### src/rtl/lsu_ctrl.sv
// Load/store unit controller: request legality check, memory handshake with
// wait states and timeout, store lane replication and load extension.
module lsu_ctrl #(
  parameter int unsigned WIDTH   = 32,
  parameter int unsigned TIMEOUT = 256
) (
  input  logic             clk,
  input  logic             rst_n,
  input  logic             req_valid,
  output logic             req_ready,
  input  logic             req_we,
  input  logic [2:0]       req_funct3,
  input  logic [WIDTH-1:0] req_addr,
  input  logic [WIDTH-1:0] req_wdata,
  output logic             resp_valid,
  output logic [WIDTH-1:0] resp_rdata,
  output logic             resp_fault,
  output logic             mem_req,
  output logic             mem_we,
  output logic [WIDTH-1:0] mem_addr,
  output logic [3:0]       mem_wstrb,
  output logic [WIDTH-1:0] mem_wdata,
  input  logic             mem_gnt,
  input  logic             mem_rvalid,
  input  logic [WIDTH-1:0] mem_rdata,
  output logic             busy
);

  localparam int unsigned CW = $clog2(TIMEOUT);

  typedef enum logic [1:0] {S_IDLE, S_ISSUE, S_WAIT, S_RESP} state_t;

  state_t           r_state, w_state;
  logic [CW-1:0]    r_cnt, w_cnt;
  logic             r_we, w_we;
  logic [2:0]       r_funct3, w_funct3;
  logic [1:0]       r_off, w_off;

  logic             r_req_ready, w_req_ready;
  logic             r_resp_valid, w_resp_valid;
  logic [WIDTH-1:0] r_resp_rdata, w_resp_rdata;
  logic             r_resp_fault, w_resp_fault;
  logic             r_mem_req, w_mem_req;
  logic             r_mem_we, w_mem_we;
  logic [WIDTH-1:0] r_mem_addr, w_mem_addr;
  logic [3:0]       r_mem_wstrb, w_mem_wstrb;
  logic [WIDTH-1:0] r_mem_wdata, w_mem_wdata;
  logic             r_busy, w_busy;

  logic             w_illegal;
  logic             w_misaligned;
  logic             w_timeout;
  logic [3:0]       w_strb;
  logic [WIDTH-1:0] w_wdata_rep;
  logic [7:0]       w_byte;
  logic [15:0]      w_half;
  logic [WIDTH-1:0] w_load_ext;

  // Legality of the incoming request and its store lane layout.
  always_comb begin
    w_illegal    = req_we ? (req_funct3 > 3'd2)
                          : (req_funct3 == 3'd3 || req_funct3 == 3'd6 || req_funct3 == 3'd7);
    w_misaligned = (req_funct3[1:0] == 2'b01 && req_addr[0]) ||
                   (req_funct3[1:0] == 2'b10 && req_addr[1:0] != 2'b00);
    case (req_funct3[1:0])
      2'b00: begin
        w_strb      = 4'b0001 << req_addr[1:0];
        w_wdata_rep = {4{req_wdata[7:0]}};
      end
      2'b01: begin
        w_strb      = 4'b0011 << req_addr[1:0];
        w_wdata_rep = {2{req_wdata[15:0]}};
      end
      default: begin
        w_strb      = 4'b1111;
        w_wdata_rep = req_wdata;
      end
    endcase
  end

  // Lane select and sign/zero extension of the returned read word.
  always_comb begin
    w_byte = mem_rdata[{r_off, 3'b000} +: 8];
    w_half = mem_rdata[{r_off[1], 4'b0000} +: 16];
    case (r_funct3)
      3'b000:  w_load_ext = {{(WIDTH-8){w_byte[7]}}, w_byte};
      3'b001:  w_load_ext = {{(WIDTH-16){w_half[15]}}, w_half};
      3'b100:  w_load_ext = {{(WIDTH-8){1'b0}}, w_byte};
      3'b101:  w_load_ext = {{(WIDTH-16){1'b0}}, w_half};
      default: w_load_ext = mem_rdata;
    endcase
  end

  assign w_timeout = (r_cnt == CW'(TIMEOUT - 1));

  // Next state and next registered output values.
  always_comb begin
    w_state      = r_state;
    w_cnt        = r_cnt;
    w_we         = r_we;
    w_funct3     = r_funct3;
    w_off        = r_off;
    w_mem_addr   = r_mem_addr;
    w_mem_wstrb  = r_mem_wstrb;
    w_mem_wdata  = r_mem_wdata;
    w_mem_req    = 1'b0;
    w_mem_we     = 1'b0;
    w_resp_valid = 1'b0;
    w_resp_rdata = '0;
    w_resp_fault = 1'b0;
    case (r_state)
      S_IDLE: begin
        if (r_req_ready && req_valid) begin
          w_we     = req_we;
          w_funct3 = req_funct3;
          w_off    = req_addr[1:0];
          if (w_illegal || w_misaligned) begin
            w_state      = S_RESP;
            w_resp_valid = 1'b1;
            w_resp_fault = 1'b1;
          end else begin
            w_state     = S_ISSUE;
            w_cnt       = '0;
            w_mem_req   = 1'b1;
            w_mem_we    = req_we;
            w_mem_addr  = {req_addr[WIDTH-1:2], 2'b00};
            w_mem_wstrb = req_we ? w_strb : 4'b0000;
            w_mem_wdata = req_we ? w_wdata_rep : '0;
          end
        end
      end
      S_ISSUE: begin
        w_cnt = r_cnt + CW'(1);
        if (mem_gnt) begin
          if (r_we) begin
            w_state      = S_RESP;
            w_resp_valid = 1'b1;
          end else begin
            w_state = S_WAIT;
          end
        end else if (w_timeout) begin
          w_state      = S_RESP;
          w_resp_valid = 1'b1;
          w_resp_fault = 1'b1;
        end else begin
          w_mem_req = 1'b1;
          w_mem_we  = r_we;
        end
      end
      S_WAIT: begin
        w_cnt = r_cnt + CW'(1);
        if (mem_rvalid) begin
          w_state      = S_RESP;
          w_resp_valid = 1'b1;
          w_resp_rdata = w_load_ext;
        end else if (w_timeout) begin
          w_state      = S_RESP;
          w_resp_valid = 1'b1;
          w_resp_fault = 1'b1;
        end
      end
      default: begin
        w_state = S_IDLE;
      end
    endcase
    w_req_ready = (w_state == S_IDLE);
    w_busy      = (w_state != S_IDLE);
  end

  // State, captured request and registered outputs.
  always_ff @(posedge clk or negedge rst_n) begin
    if (!rst_n) begin
      r_state      <= S_IDLE;
      r_cnt        <= '0;
      r_we         <= 1'b0;
      r_funct3     <= 3'b000;
      r_off        <= 2'b00;
      r_req_ready  <= 1'b0;
      r_resp_valid <= 1'b0;
      r_resp_rdata <= '0;
      r_resp_fault <= 1'b0;
      r_mem_req    <= 1'b0;
      r_mem_we     <= 1'b0;
      r_mem_addr   <= '0;
      r_mem_wstrb  <= 4'b0000;
      r_mem_wdata  <= '0;
      r_busy       <= 1'b0;
    end else begin
      r_state      <= w_state;
      r_cnt        <= w_cnt;
      r_we         <= w_we;
      r_funct3     <= w_funct3;
      r_off        <= w_off;
      r_req_ready  <= w_req_ready;
      r_resp_valid <= w_resp_valid;
      r_resp_rdata <= w_resp_rdata;
      r_resp_fault <= w_resp_fault;
      r_mem_req    <= w_mem_req;
      r_mem_we     <= w_mem_we;
      r_mem_addr   <= w_mem_addr;
      r_mem_wstrb  <= w_mem_wstrb;
      r_mem_wdata  <= w_mem_wdata;
      r_busy       <= w_busy;
    end
  end

  assign req_ready  = r_req_ready;
  assign resp_valid = r_resp_valid;
  assign resp_rdata = r_resp_rdata;
  assign resp_fault = r_resp_fault;
  assign mem_req    = r_mem_req;
  assign mem_we     = r_mem_we;
  assign mem_addr   = r_mem_addr;
  assign mem_wstrb  = r_mem_wstrb;
  assign mem_wdata  = r_mem_wdata;
  assign busy       = r_busy;

endmodule
### config.mk
export PLATFORM = sky130hd
export DESIGN_NAME = lsu_ctrl
export DESIGN_NICKNAME = d
export VERILOG_FILES = /design/src/rtl/lsu_ctrl.sv
export SDC_FILE = /design/constraint.sdc
export NUM_CORES = 1
export LEC_CHECK = 0
export ABC_AREA = 0
export CAP_MARGIN = 20
export CORE_UTILIZATION = 33
export DETAILED_ROUTE_END_ITERATION = 7
export SETUP_SLACK_MARGIN = 0.05
export SLEW_MARGIN = 5
export SYNTH_ARGS = -nofsm -noshare
export SYNTH_HDL_FRONTEND = slang
export SYNTH_SLANG_ARGS = --single-unit
### constraint.sdc
create_clock -name clk -period 2.18 [get_ports clk]
set_clock_uncertainty 0.2 [all_clocks]
set_input_delay 0.327 -clock clk [delete_from_list [all_inputs] [get_ports clk]]
set_output_delay 0.327 -clock clk [all_outputs]
set_load 0.03 [all_outputs]
## Word-level counts from Yosys, hierarchy flattened

Cells that the tools add are included.

- Bits in registers: 120
- Input port bits: 105
- Word-level logic and storage cells: 91

- Add/sub/neg operators: 1
- Magnitude comparators: 1
- Eq/ne operators: 13
- Shift operators: 4
- Multiplexer cells: 38
- Bitwise operators: 1
- Reduce and logical (&&, ||, !) cells: 18

Operators with widths:

| kind | count |
|---|---|
| case mux 32 bit (4 select lines) | 1 |
| 2-to-1 mux 32 bit | 3 |
| case mux 32 bit (2 select lines) | 1 |
| indexed part select 32 x 6 -> 16 bit | 1 |
| indexed part select 32 x 6 -> 8 bit | 1 |
| 2-to-1 mux 1 bit | 18 |
| 2-to-1 mux 8 bit | 2 |
| case mux 8 bit (2 select lines) | 1 |
| == test 3 bit (second input constant) | 4 |
| 2-to-1 mux 2 bit | 5 |
| adder 8 x 1 -> 8 bit (second input constant) | 1 |
| == test 8 bit (second input constant) | 1 |
| case mux 4 bit (2 select lines) | 1 |
| zero test 2 bit | 3 |
| case mux 1 bit (3 select lines) | 2 |
| case mux 2 bit (3 select lines) | 1 |
| AND reduction 3 bit | 2 |
| nonzero test 2 bit | 3 |
| == test 2 x 1 -> 1 bit (second input constant) | 2 |
| == test 2 bit (second input constant) | 2 |
| logical OR 1 bit | 4 |
| 2-to-1 mux 4 bit | 1 |
| inequality test 2 bit (second input constant) | 2 |
| case mux 1 bit (2 select lines) | 2 |
| 10 further kinds | 12 |

## Longest topological paths before layout

- Depth after elaboration: 9
- Mapped depth: 7
- Gate-level depth less buffers: 6

## Least setup slack after synthesis

OpenSTA, ideal clock, no wires.

- Path kind: input port to flip-flop
- Start: in req_funct3[0]
- End: reg r_mem_wdata[24], in the netlist mem_wdata[24]
- Setup time: 0.121 ns
- Arrival: 1.627 ns
- Required time: 1.859 ns
- Path slack: 0.232 ns
- Stages: 7
- Path buffers: 3
- Path through: clkbuf_1 nor4_2 or2_2 nand2_1 buf_2 buf_2 a22o_1

- Cells in the longest elaborated chain, start to end: 7
- Elaborated cells on any way between the ends: 18

RTL lines:

| what | line | source |
|---|---|---|
| start: declaration | 12 | `input logic [2:0] req_funct3,` |
| parallel branches: the longest is 7 deep, another holds > comparator 3 x 2 -> 1 bit | -- |  |
| end signal: assignment | 202 | `r_mem_wdata <= w_mem_wdata;` |
| end: declaration | 47 | `logic [WIDTH-1:0] r_mem_wdata, w_mem_wdata;` |

Parallel ways; which one is timed is not known.
A chain may end at the register's enable or synchronous reset.

## Final worst setup path

- Start: reg r_req_ready, in the netlist req_ready
- End: out req_ready

RTL lines:

| what | line | source |
|---|---|---|
| start: declaration | 39 | `logic r_req_ready, w_req_ready;` |
| start signal: assignment | 194 | `r_req_ready <= w_req_ready;` |
| end: declaration | 10 | `output logic req_ready,` |

No word-level cell between the ends.

==> results.py <==
metrics = {
    "sta": {
        "slew-limit-headroom_pct": 35.9,
        "setup_viol": 0,
        "hold_violations": 0,
        "maxSlewViolCount": 0,
        "layout_setup_ws_ns": 0.122,
        "period_needed_ns": 2.06,
        "rsz0062_at_grt": "no",
        "max_freq_mhz": 486,
        "worst_slew_pin_slew_ns": 0.958,
        "period_share_pct": 94.4,
        "finalSetupTns_ns": 0,
    },
    "global_route": {
        "track_usage_pct": 19.0,
        "grt_pass1_wl_um": 23900,
        "grt_max_degree": 43,
        "grt_pass1_vias": 4494,
        "antenna_found_initial": 0,
        "grt_overflow": 0,
    },
    "setup_path": {
        "ff2ff_path_depth": 8,
        "path_buf_inv": 1,
        "worstPathRequired_ns": 1.65,
        "worstSetupStartpointType": "register",
        "r2r-start": "r_state[0]",
        "arrival_ns": 1.53,
        "path_depth": 1,
        "setup.worst_path.class": "register to output pin",
        "worstPathMaxFanout": 5,
        "setup.worst_path.start": "req_ready",
        "slowest_delay_ns": 0.71,
        "cp_slowest_cell": "clkdlybuf4s50_1",
        "cp_top_family": "buffers and inverters",
        "worstPathCellList": "clkdlybuf4s50_1",
        "end_kind": "output pin",
    },
    "final_layout": {
        "drive_above_1_share_pct": 17.8,
        "final_cell_mix": "207 x clkdlybuf4s50_1, 120 x dfrtp_1, 42 x nand2_1",
        "seq_area_um2": 3000,
        "final_util_pct": 53.8,
        "layout.nets": 800,
        "antenna_cells": 0,
        "multi_input_area_um2": 2180,
        "area_growth_pct": 59.6,
        "fin_cells": 918,
        "final_common_cell": "clkdlybuf4s50_1",
        "num-fill-cells": 1408,
    },
    "flow_run": {
        "maxCapViolCount": 0,
    },
    "synthesis": {
        "synth_top_flop_cell": "dfrtp_1",
        "seq_area_frac_synth_pct": 56.1,
        "synth_top_area_cell": "dfrtp_1",
        "yosys-top-cells-area": "dfrtp_1 56%, mux2_2 8.0%, mux2i_1 4.7%",
        "syn_area_per_cell_um2": 11.8,
        "synth_top_area_share_pct": 56.1,
        "synth-edff-count": 0,
        "ys_types": 46,
        "synth-seq-cells": 120,
        "synth_warnings": 0,
        "synthCells": 455,
        "async_reset_ff_share_pct": 100,
        "syn_area_um2": 5350,
    },
    "detailed_routing": {
        "viasPerCell": 4.91,
        "dr_total_vias": 4506,
        "drtIter0Drc": 262,
        "drt_pass1_iterations": 4,
        "drc_errors": 0,
        "avgRoutedWirePerCell_um": 17.0,
        "drtAntennaViolNets": 0,
        "wirelength_um": 15600,
    },
    "die": {
        "coreArea_um2": 15900,
        "io_pins": 211,
        "die_h_um": 129,
        "initial_core_util_pct": 33.7,
        "fp.dieW_um": 129,
        "die-area_um2": 16700,
        "num_rows": 46,
    },
    "cts": {
        "clk_latency_ns": 0.41,
        "htreeDepth": 4,
        "clock_sinks": 120,
        "cts_tree": "built",
        "cts_root_buf": "clkbuf_16",
        "postCtsSetupBuffers": 0,
        "cts_buffers": 17,
        "cts_max_path_buffers": 2,
        "clk_pin_slew_worst_paths_ns": 0.05,
    },
    "power": {
        "ir_drop_v": 0.000571,
        "power_density_nw_per_um2": 1380,
        "p_leak_nw": 3.85,
        "power_mw": 11.8,
    },
    "placed_design": {
        "portBuffers": 208,
        "dp_slack_ns": -0.279,
        "finalWeightedCongestion": 0.866,
        "hpwl_um": 11300,
        "placedCellCount": 885,
    },
    "worst_hold_path": {
        "worstHoldPathType": "input pin to asynchronous set/reset pin",
    },
    "run_status": {
        "status": "completed",
    },
}
-- worst reg2reg max path: cells and delay by family (launching register included) --
family / cells / cell delay (ns)
adder cells (fa/ha/maj): 1 / 0.22
buffers and inverters: 3 / 0.40
AO/OA/AOI/OAI: 4 / 0.67
flip-flops: 1 / 0.40
-- final timing paths --
check | to | slack (ns)
max in group asynchronous | resp_rdata[10] | 0.90
max reg2reg | r_cnt[6] | 0.16
min in group clk | mem_wdata[17] | 0.29
min reg2reg | mem_wdata[17] | 0.29
min | resp_rdata[1] | 0.25
max | req_ready | 0.12
-- layout make-up --
| cell class | instances | area share, % |
|---|---|---|
| clock buffers | 23 | 5.60 |
| clock inverters | 9 | 1.70 |
| inverters | 15 | 0.659 |
| multi-input cells | 292 | 25.5 |
| flip-flops and latches | 120 | 35.2 |
| well taps | 216 | 3.16 |
| repair buffers | 243 | 28.2 |
-- through the flow --
stage	area [µm²]	hold slack, ns
4_1_cts	8510	0.250
2_1_floorplan	5360	-0.169
3_5_place_dp	7880	0.151
6_report	8540	0.252
5_1_grt	8540	0.310
3_3_place_gp	7880	0.141
-- flip-flops by register name, summed over array words and instances (netlist names) --
register,cells
r_off,2
r_funct3,3
mem_wdata,32
r_cnt,8
resp_valid,1
mem_wstrb,4
r_we,1
mem_req,1
mem_we,1
busy,1
resp_rdata,32
mem_addr,30
req_ready,1
resp_fault,1
r_state,2
-- per-layer routing --
metal | global-route usage, % | up-vias | share of wire [%] | wire (µm)
met2 | 29.7 | 176 | 47 | 7350
met3 | 5.24 | 16 | 7.7 | 1200
met1 | 24.9 | 2197 | 44 | 6820
met5 | 0 | - | 0 | 0
li1 | - | 2117 | - | -
met4 | 7.27 | 0 | 1.2 | 190
-- power by group --
| group | internal (mW) | switching (mW) | total (mW) |
|---|---|---|---|
| Clock | 1.99 | 0.961 | 2.95 |
| Sequential | 3.03 | 0.483 | 3.51 |
| Combinational | 2.44 | 2.88 | 5.32 |
-- cell families (layout without fill, tap and decap cells) --
logic type,count (synthesis),in the layout,share of synthesized area (%)
muxes,64,64,13.1
other,1,2,0.0701
and+or+nand+nor,84,84,7.04
AOI/OAI and AO/OA,136,136,18.5
adders and majority gates,6,6,1.40
buffers and inverters,44,290,3.76
DFF,120,120,56.1
-- repair_timing --
action | 4_1_cts | 5_1_grt
pin swaps | 0 | 0
setup endpoints to repair | 1 | 48
hold buffers | 1 | 0
resized for setup | 0 | 5
endpoints found under the hold margin | 37 | 0
-- synthesized netlist by cell type (3+ instances only) --
| cell | number |
|---|---|
| o21ai_0 | 30 |
| o21a_1 | 4 |
| a21oi_1 | 20 |
| buf_2 | 11 |
| clkbuf_1 | 13 |
| o221a_2 | 7 |
| a31oi_1 | 8 |
| nand2_1 | 43 |
| o2bb2ai_1 | 19 |
| nand2b_1 | 3 |
| nand3_1 | 8 |
| o21bai_1 | 3 |
| a22o_1 | 17 |
| ha_1 | 6 |
| dfrtp_1 | 120 |
| inv_1 | 15 |
| mux2_2 | 38 |
| nor2_1 | 16 |
| mux2i_1 | 25 |
| a21o_1 | 16 |
No activity file was read; power rests on OpenSTA's default activity.
